## src/rtl/fta_resp_dispatch_if.sv

```systemverilog
// Response format shared by the merger and the dispatcher, and the dispatcher's port bundle.
package fta_pkg;
  typedef enum logic [1:0] {OKAY = 2'd0, SLVERR = 2'd1, DECERR = 2'd2, RETRY = 2'd3} fta_err_t;

  typedef struct packed {
    logic         ack;
    logic         stall;
    logic         next;
    fta_err_t     err;
    logic [3:0]   pri;
    logic [7:0]   cid;
    logic [7:0]   tid;
    logic [31:0]  adr;
    logic [127:0] dat;
  } fta_cmd_response128_t;

  localparam fta_cmd_response128_t RESP_IDLE = '{ack: 1'b0, stall: 1'b0, next: 1'b0, err: OKAY,
                                                 pri: 4'hF, cid: 8'h00, tid: 8'h00,
                                                 adr: 32'h0, dat: 128'h0};
endpackage

interface fta_resp_dispatch_if
  import fta_pkg::*;
#(
  parameter int PORTS = 4
);
  fta_cmd_response128_t             resp;
  fta_cmd_response128_t [PORTS-1:0] resp_o;
  logic [PORTS-1:0]                 rdy;
  logic [PORTS-1:0]                 ovf;
  logic [7:0]                       drop_cnt;

  modport master (output resp, rdy, input resp_o, ovf, drop_cnt);
  modport slave  (input resp, rdy, output resp_o, ovf, drop_cnt);
endinterface

```

## src/rtl/fta_resp_dispatch.sv

```systemverilog
// Routes the merged response stream by cid into per-port FIFOs so one slow master
// cannot hold up delivery to the others.
module fta_resp_dispatch
  import fta_pkg::*;
#(
  parameter int PORTS = 4,
  parameter int DEPTH = 4
) (
  input logic               clk,
  input logic               rst,
  fta_resp_dispatch_if.slave bus
);
  localparam int SW = $clog2(PORTS);
  localparam int PW = $clog2(DEPTH);
  localparam int CW = PW + 1;
  localparam logic [CW-1:0] FULL_CNT = CW'(DEPTH);

  logic [SW-1:0]        sel;
  fta_cmd_response128_t wdata;
  fta_cmd_response128_t head [PORTS];
  logic [PORTS-1:0]     drop;
  logic [PORTS-1:0]     ovf_q;
  logic [7:0]           drop_q;

  assign sel = bus.resp.cid[SW-1:0];

  // Stored entries always present as a plain valid response to the master.
  always_comb begin
    wdata       = bus.resp;
    wdata.ack   = 1'b1;
    wdata.stall = 1'b0;
    wdata.next  = 1'b0;
  end

  for (genvar p = 0; p < PORTS; p++) begin : g_port
    fta_cmd_response128_t mem [DEPTH];
    logic [PW-1:0]        rd_ptr;
    logic [PW-1:0]        wr_ptr;
    logic [CW-1:0]        cnt;
    logic                 hit;
    logic                 pop;
    logic                 push;

    assign hit     = bus.resp.ack && (sel == SW'(p));
    assign pop     = (cnt != '0) && bus.rdy[p];
    // A pop in the same cycle frees the slot, so a full FIFO still accepts.
    assign push    = hit && ((cnt != FULL_CNT) || pop);
    assign drop[p] = hit && !push;

    always_ff @(posedge clk or negedge rst) begin
      if (!rst) begin
        rd_ptr <= '0;
        wr_ptr <= '0;
        cnt    <= '0;
      end else begin
        if (pop)  rd_ptr <= rd_ptr + 1'b1;
        if (push) wr_ptr <= wr_ptr + 1'b1;
        if (push && !pop)      cnt <= cnt + 1'b1;
        else if (pop && !push) cnt <= cnt - 1'b1;
      end
    end

    // Storage needs no reset: the head is masked by cnt until written.
    always_ff @(posedge clk) begin
      if (push) mem[wr_ptr] <= wdata;
    end

    assign head[p] = (cnt != '0) ? mem[rd_ptr] : RESP_IDLE;
  end

  always_ff @(posedge clk or negedge rst) begin
    if (!rst) begin
      ovf_q  <= '0;
      drop_q <= '0;
    end else begin
      ovf_q <= ovf_q | drop;
      if ((|drop) && (drop_q != 8'hFF)) drop_q <= drop_q + 8'd1;
    end
  end

  always_comb begin
    for (int p = 0; p < PORTS; p++) bus.resp_o[p] = head[p];
  end

  assign bus.ovf      = ovf_q;
  assign bus.drop_cnt = drop_q;
endmodule

```

## src/flat_wrapper.sv

```systemverilog
// flat-port wrapper written by rule: the top's interface ports become plain ports
module fta_resp_dispatch_flat import fta_pkg::*;
#(
  parameter int PORTS = 4,
  parameter int DEPTH = 4
)
  (clk, rst, bus_resp, bus_rdy, bus_resp_o, bus_ovf, bus_drop_cnt);
  fta_resp_dispatch_if #(.PORTS(PORTS)) bus_i ();
  input logic clk;
  input logic rst;
  input wire logic [$bits(bus_i.resp)-1:0] bus_resp;
  input wire logic [$bits(bus_i.rdy)-1:0] bus_rdy;
  output wire logic [$bits(bus_i.resp_o)-1:0] bus_resp_o;
  output wire logic [$bits(bus_i.ovf)-1:0] bus_ovf;
  output wire logic [$bits(bus_i.drop_cnt)-1:0] bus_drop_cnt;
  assign bus_i.resp = bus_resp;
  assign bus_i.rdy = bus_rdy;
  assign bus_resp_o = bus_i.resp_o;
  assign bus_ovf = bus_i.ovf;
  assign bus_drop_cnt = bus_i.drop_cnt;
  fta_resp_dispatch #(.PORTS(PORTS), .DEPTH(DEPTH)) u_core (.clk(clk), .rst(rst), .bus(bus_i));
endmodule
```

## config.mk

```make
export PLATFORM = sky130hd
export DESIGN_NAME = fta_resp_dispatch_flat
export DESIGN_NICKNAME = d
export VERILOG_FILES = /design/src/rtl/fta_resp_dispatch_if.sv /design/src/rtl/fta_resp_dispatch.sv /design/src/flat_wrapper.sv
export SDC_FILE = /design/constraint.sdc
export NUM_CORES = 2
export LEC_CHECK = 0
export CAP_MARGIN = 20
export CORE_ASPECT_RATIO = 1.1
export CORE_MARGIN = 1.5
export CORE_UTILIZATION = 48
export DETAILED_ROUTE_END_ITERATION = 12
export GPL_TIMING_DRIVEN = 0
export HOLD_SLACK_MARGIN = 0.05
export PLACE_DENSITY = 0.69
export SLEW_MARGIN = 10
export SYNTH_ARGS = -nofsm -noshare
export SYNTH_HDL_FRONTEND = slang
export SYNTH_SLANG_ARGS = --single-unit
```

## constraint.sdc

```tcl
create_clock -name clk -period 7.65 [get_ports clk]
set_input_delay 1.1475 -clock clk [delete_from_list [all_inputs] [get_ports clk]]
set_output_delay 1.1475 -clock clk [all_outputs]
set_load 0.005 [all_outputs]
```

# == Word-level counts from Yosys, hierarchy flattened ==
# Memories as Yosys holds them, arrays and structs flattened.
# Index checks and enable logic that the tools add are counted.
# totals
reg_bits,40
latchBits,0
mem_bits_rw,2912
mem_bits_ro,0
in_bits,191
mem_count,4
# memory_table
name,depth,word_bits,rd,rd_ports_with_merged_regs,wr,line_no,source
u_core.g_port[0].mem,4,182,1,0,1,fta_resp_dispatch.sv:36,fta_cmd_response128_t mem [DEPTH];
u_core.g_port[1].mem,4,182,1,0,1,fta_resp_dispatch.sv:36,
u_core.g_port[2].mem,4,182,1,0,1,fta_resp_dispatch.sv:36,
u_core.g_port[3].mem,4,182,1,0,1,fta_resp_dispatch.sv:36,
# classes
add_sub_neg,17
multipliers,0
div,0
n_lt_le_gt_ge,0
eq_ne,8
shift,0
n_mux,20
n_bitwise,1
reduce_logical,47
# ops
operator,count
185-bit two-way mux,4
1-bit logical AND,25
3-bit two-way mux,8
"2-bit by 1-bit adder with 2-bit output, second input constant",8
"3-bit by 1-bit adder with 3-bit output, second input constant",4
"3-bit inequality test, second input constant",4
3-bit nonzero test,4
"3-bit by 1-bit subtractor with 3-bit output, second input constant",4
"8-bit by 1-bit adder with 8-bit output, second input constant",1
1-bit zero test,8
1-bit two-way mux,8
"8-bit inequality test, second input constant",1
2-bit nonzero test,4
"2-bit equality test, second input constant",2
1-bit logical OR,4
4-bit OR,1
4-bit OR reduction,1
"2-bit by 1-bit equality test with 1-bit output, second input constant",1
2-bit zero test,1

# == Logic depth before layout (Yosys ltp) ==
# depth
word_depth,8
depth_mapped,10
depth_no_buf,9

# == Worst setup path after synthesis ==
# No wires, ideal clock.
# synth_timing
path_type,input to register
from,in bus_resp[168]
to,mem u_core.g_port[0].mem[0][0] in the netlist's numbering (enable)
arrival_ps,6088
slack_ps,998
stages,5
path_buffers,2
cell_sequence,buf_2 nor3b_1 nor2b_1 clkbuf_1 and2_1
# synth_via
elab_chain_len,5
# synth_rtl
item,line_no,source
"start, declared",flat_wrapper.sv:11,input wire logic [$bits(bus_i.resp)-1:0] bus_resp;
2-bit zero test,fta_resp_dispatch.sv:44,assign hit = bus.resp.ack && (sel == SW'(p));
1-bit logical AND,fta_resp_dispatch.sv:44,
1-bit logical AND,fta_resp_dispatch.sv:47,assign push = hit && ((cnt != FULL_CNT) || pop);
via u_core.g_port[0].push,fta_resp_dispatch.sv:42,logic push;
1-bit two-way mux,fta_resp_dispatch.sv:65,if (push) mem[wr_ptr] <= wdata;
1-bit two-way mux (implied by the code),fta_resp_dispatch.sv:65,
"end, declared",fta_resp_dispatch.sv:36,
# The timed path passes the listed nets, and every way through them passes these cells.

# == Worst setup path after layout ==
# layout_timing
from,reg u_core.g_port[1].cnt[0]
to,out bus_resp_o[351]
# layout_via
elab_chain_len,2
# layout_rtl
item,line_no,source
"start, declared",fta_resp_dispatch.sv:39,logic [CW-1:0] cnt;
"start signal, assigned",fta_resp_dispatch.sv:58,if (push && !pop) cnt <= cnt + 1'b1;
"start signal, assigned",fta_resp_dispatch.sv:59,else if (pop && !push) cnt <= cnt - 1'b1;
3-bit nonzero test,fta_resp_dispatch.sv:68,assign head[p] = (cnt != '0) ? mem[rd_ptr] : RESP_IDLE;
185-bit two-way mux,fta_resp_dispatch.sv:68,
"end, declared",flat_wrapper.sv:13,output wire logic [$bits(bus_i.resp_o)-1:0] bus_resp_o;
# Every way passes these cells.

==> flow_metrics.py <==
metrics = {
    "outcome": {
        "status": "completed",
    },
    "global_route": {
        "grt_pass1_vias": 55500,
        "grt_pass1_wl_um": 411000,
        "grt.total_usage_pct": 24.7,
        "grt.overflow.total": 0,
        "grt_max_degree": 47,
        "antenna_found_initial": 44,
    },
    "synth": {
        "synth_xor_area_share_pct": 0.227,
        "synth-adder-area-share_pct": 0.306,
        "synth_area_mm2": 0.112,
        "synth_edf_count": 2912,
        "synthArstFlopShare_pct": 1.36,
        "syn_avg_cell_area_um2": 23.3,
        "yosysWarnings": 0,
        "synth_cell_types": 44,
        "seq_area_frac_synth_pct": 78.9,
        "synth-simple-area-share_pct": 4.43,
        "ys_ff_latch": 2952,
        "synthCells": 4815,
        "synth_top_family_by_area": "multiplexers",
        "synth_ff_type": "edfxtp_1",
        "synth_compound_area_share_pct": 0.0692,
        "synthMuxAreaShare_pct": 14.7,
    },
    "timing": {
        "post-route-period-util_pct": 74.9,
        "skew_ns": 0.0588,
        "tightest_slew_ns": 0.959,
        "rsz0062_at_grt": "no",
        "hold_viol": 0,
        "clock.fmax_mhz": 175,
        "setup_viol": 0,
        "slew_viol_final": 0,
        "fin_crit_ns": 5.73,
        "tns_ns": 0,
        "relSlewSlack_pct": 36.1,
    },
    "die": {
        "pin_count": 943,
        "initial_utilization_pct": 48.4,
        "die_h_um": 510,
        "die_w_um": 464,
        "dieArea_mm2": 0.237,
        "core_mm2": 0.232,
        "rows": 185,
    },
    "power": {
        "pwr-share-comb_pct": 36.6,
        "sequentialPowerShare_pct": 36.5,
        "max-vdd-ir-drop_mv": 0.312,
        "powerDensity_mw_per_mm2": 381,
        "p_leak_nw": 43.5,
        "p_int_mw": 36.7,
        "p_sw_share_pct": 29.6,
        "p_sw_mw": 15.4,
        "clock_power_share_pct": 26.9,
    },
    "final_layout": {
        "nFillCells": 16400,
        "fin_area_mm2": 0.137,
        "synthToLayoutAreaGrowth_pct": 21.8,
        "nets": 6353,
        "utilization_pct": 59.0,
        "drive_above_1_share_pct": 21.1,
    },
    "cts": {
        "ctsHtreeMaxLevel": 5,
        "cts_tree": "built",
        "clk_latency_ns": 0.97,
        "clkTransAtPathRegs_ns": 0.06,
        "cts_setup_buffers": 0,
        "cts.path.max_buffers": 4,
        "ctsResizeCount": 0,
        "cts.sinks": 2952,
        "cts_hold_buf": 1,
        "clock-root-buffer": "clkbuf_16",
        "cts_buffers": 308,
    },
    "detailed_routing": {
        "final_antenna_net_count": 0,
        "routed_wl_um": 293000,
        "vias_per_cell": 5.73,
        "wl_per_cell_um": 31.0,
        "drc_errors": 0,
        "drt-initial-drc-count": 5294,
        "firstDrtPassIters": 5,
        "vias": 54200,
    },
    "critical_path": {
        "crit_required_ns": 6.50,
        "cp_data_arrival_time_ns": 4.58,
        "crit_type": "reg -> out",
        "worstRegToRegCells": 11,
        "cp_max_fo": 10,
        "startpoint_type": "flip-flop",
        "worst_setup_path_end_kind": "output port",
    },
    "placed_design": {
        "io_buffers": 931,
        "dpl_cell_area_mm2": 0.127,
        "globalplace.congestion": 0.784,
        "post-dp-hpwl_um": 199000,
    },
    "run": {
        "maxCapViolCount": 0,
    },
    "worst_hold_path": {
        "hold_path.class": "reg -> reg",
        "holdPathStages": 1,
    },
}
==> layout make-up <==
class | instances | area, µm² | share of cell area, %
sequential | 2952 | 88400 | 64.7
clock buffer | 385 | 8120 | 5.95
antenna | 16 | 40.0 | 0.0293
tap | 3085 | 3860 | 2.83
multi-input combinational | 1602 | 22200 | 16.2
buffer | 251 | 1520 | 1.11
clock inverter | 144 | 1170 | 0.854
inverter | 17 | 63.8 | 0.0467
timing repair buffer | 1005 | 11200 | 8.22
==> cell families after synthesis <==
group           after synthesis
compound gates               11
other cells                   1
mux                         734
buf+inv                     268
simple gates                795
fa+ha+maj                    25
xor+xnor                     29
flops                      2952
==> sequential cells by signal, summed over array words and instances (netlist names) <==
name                  count
u_core.bus.ovf            4
u_core.g_port.wr_ptr      8
u_core.bus.drop_cnt       8
u_core.g_port.cnt        12
u_core.g_port.rd_ptr      8
u_core.g_port.mem      2912
==> synth_stat cells (13+ instances only) <==
master / n / area share (%)
dfrtp_1: 40 / 0.89
ha_1: 21 / 0.23
buf_1: 59 / 0.20
buf_4: 16 / 0.11
edfxtp_1: 2912 / 78
buf_2: 23 / 0.10
buf_6: 64 / 0.64
mux4_2: 728 / 15
or2_2: 16 / 0.089
clkbuf_1: 88 / 0.29
and2_1: 728 / 4.1
inv_1: 13 / 0.044
xnor2_1: 20 / 0.16
==> worst max-delay path, stage by stage (launching register included) <==
cell and delay (ns):
dfrtp_1 0.45, nor3_1 0.74, inv_2 0.52, clkbuf_2 0.44
buf_16 0.26, clkbuf_1 0.31, and2_1 0.24, clkdlybuf4s50_1 0.65
==> metal layers <==
layer / up-vias / global-route usage [%] / share of wire [%]
met3: 405 / 8.61 / 10
met5: - / 0 / 0.11
met2: 2342 / 40.1 / 49
met4: 52 / 8.59 / 3.3
li1: 22400 / - / -
met1: 29000 / 30.9 / 37
==> layout by cell type, fill, tap and decap left out, types with 9 or more instances in the layout <==
cell / Yosys / routed
edfxtp_1: 2912 / 2912
clkdlybuf4s50_1: 0 / 930
mux4_2: 728 / 728
and2_1: 728 / 712
clkbuf_16: 0 / 314
clkbuf_1: 88 / 154
clkinv_1: 1 / 80
buf_6: 64 / 64
buf_1: 59 / 59
buf_16: 0 / 59
dfrtp_1: 40 / 40
clkinv_2: 0 / 32
buf_2: 23 / 24
ha_1: 21 / 21
xnor2_1: 20 / 20
bufinv_16: 0 / 19
diode_2: 0 / 16
buf_4: 16 / 16
or2_2: 16 / 16
and2_4: 0 / 16
buf_12: 0 / 14
inv_1: 13 / 13
nand2_1: 10 / 10
nand3_1: 10 / 10
xor2_1: 9 / 9
==> power groups by stage <==
stage               clock (mW)  combinational [mW]  sequential (mW)
floorplan                    0                8.67             19.4
global placement             0                19.0             19.7
detailed placement           0                19.3             19.3
CTS                       14.3                19.4             19.0
global route              14.9                20.1             19.1
finish                    14.0                19.1             19.0
==> through the flow <==
| step | hold WS (ns) | instances | setup slack (ns) | total power [mW] |
|---|---|---|---|---|
| 6_report | 0.458 | 9457 | 1.92 | 52.1 |
| 3_3_place_gp | 0.445 | 8838 | -4.92 | 38.6 |
| 2_1_floorplan | 0.451 | 4822 | 0.998 | 28.1 |
| 3_5_place_dp | 0.447 | 8911 | 2.60 | 38.6 |
| 5_1_grt | 0.477 | 9447 | 1.73 | 54.0 |
| 4_1_cts | 0.460 | 9441 | 1.72 | 52.6 |
==> path summary, 6_finish.rpt <==
path / start / endpoint / slack, ns
setup / recovery: u_core.g_port[1].cnt[0] / bus_resp_o[351] / 1.92
hold / removal: u_core.bus.ovf[0] / u_core.bus.ovf[0] / 0.46
setup reg to reg: u_core.g_port[0].cnt[0] / u_core.g_port[0].cnt[2] / 3.92
hold reg to reg: u_core.bus.ovf[0] / u_core.bus.ovf[0] / 0.46
max in group asynchronous: rst / u_core.g_port[1].rd_ptr[0] / 6.54
min in group asynchronous: rst / u_core.bus.drop_cnt[5] / 0.58
(Power assumes the default switching activity.)
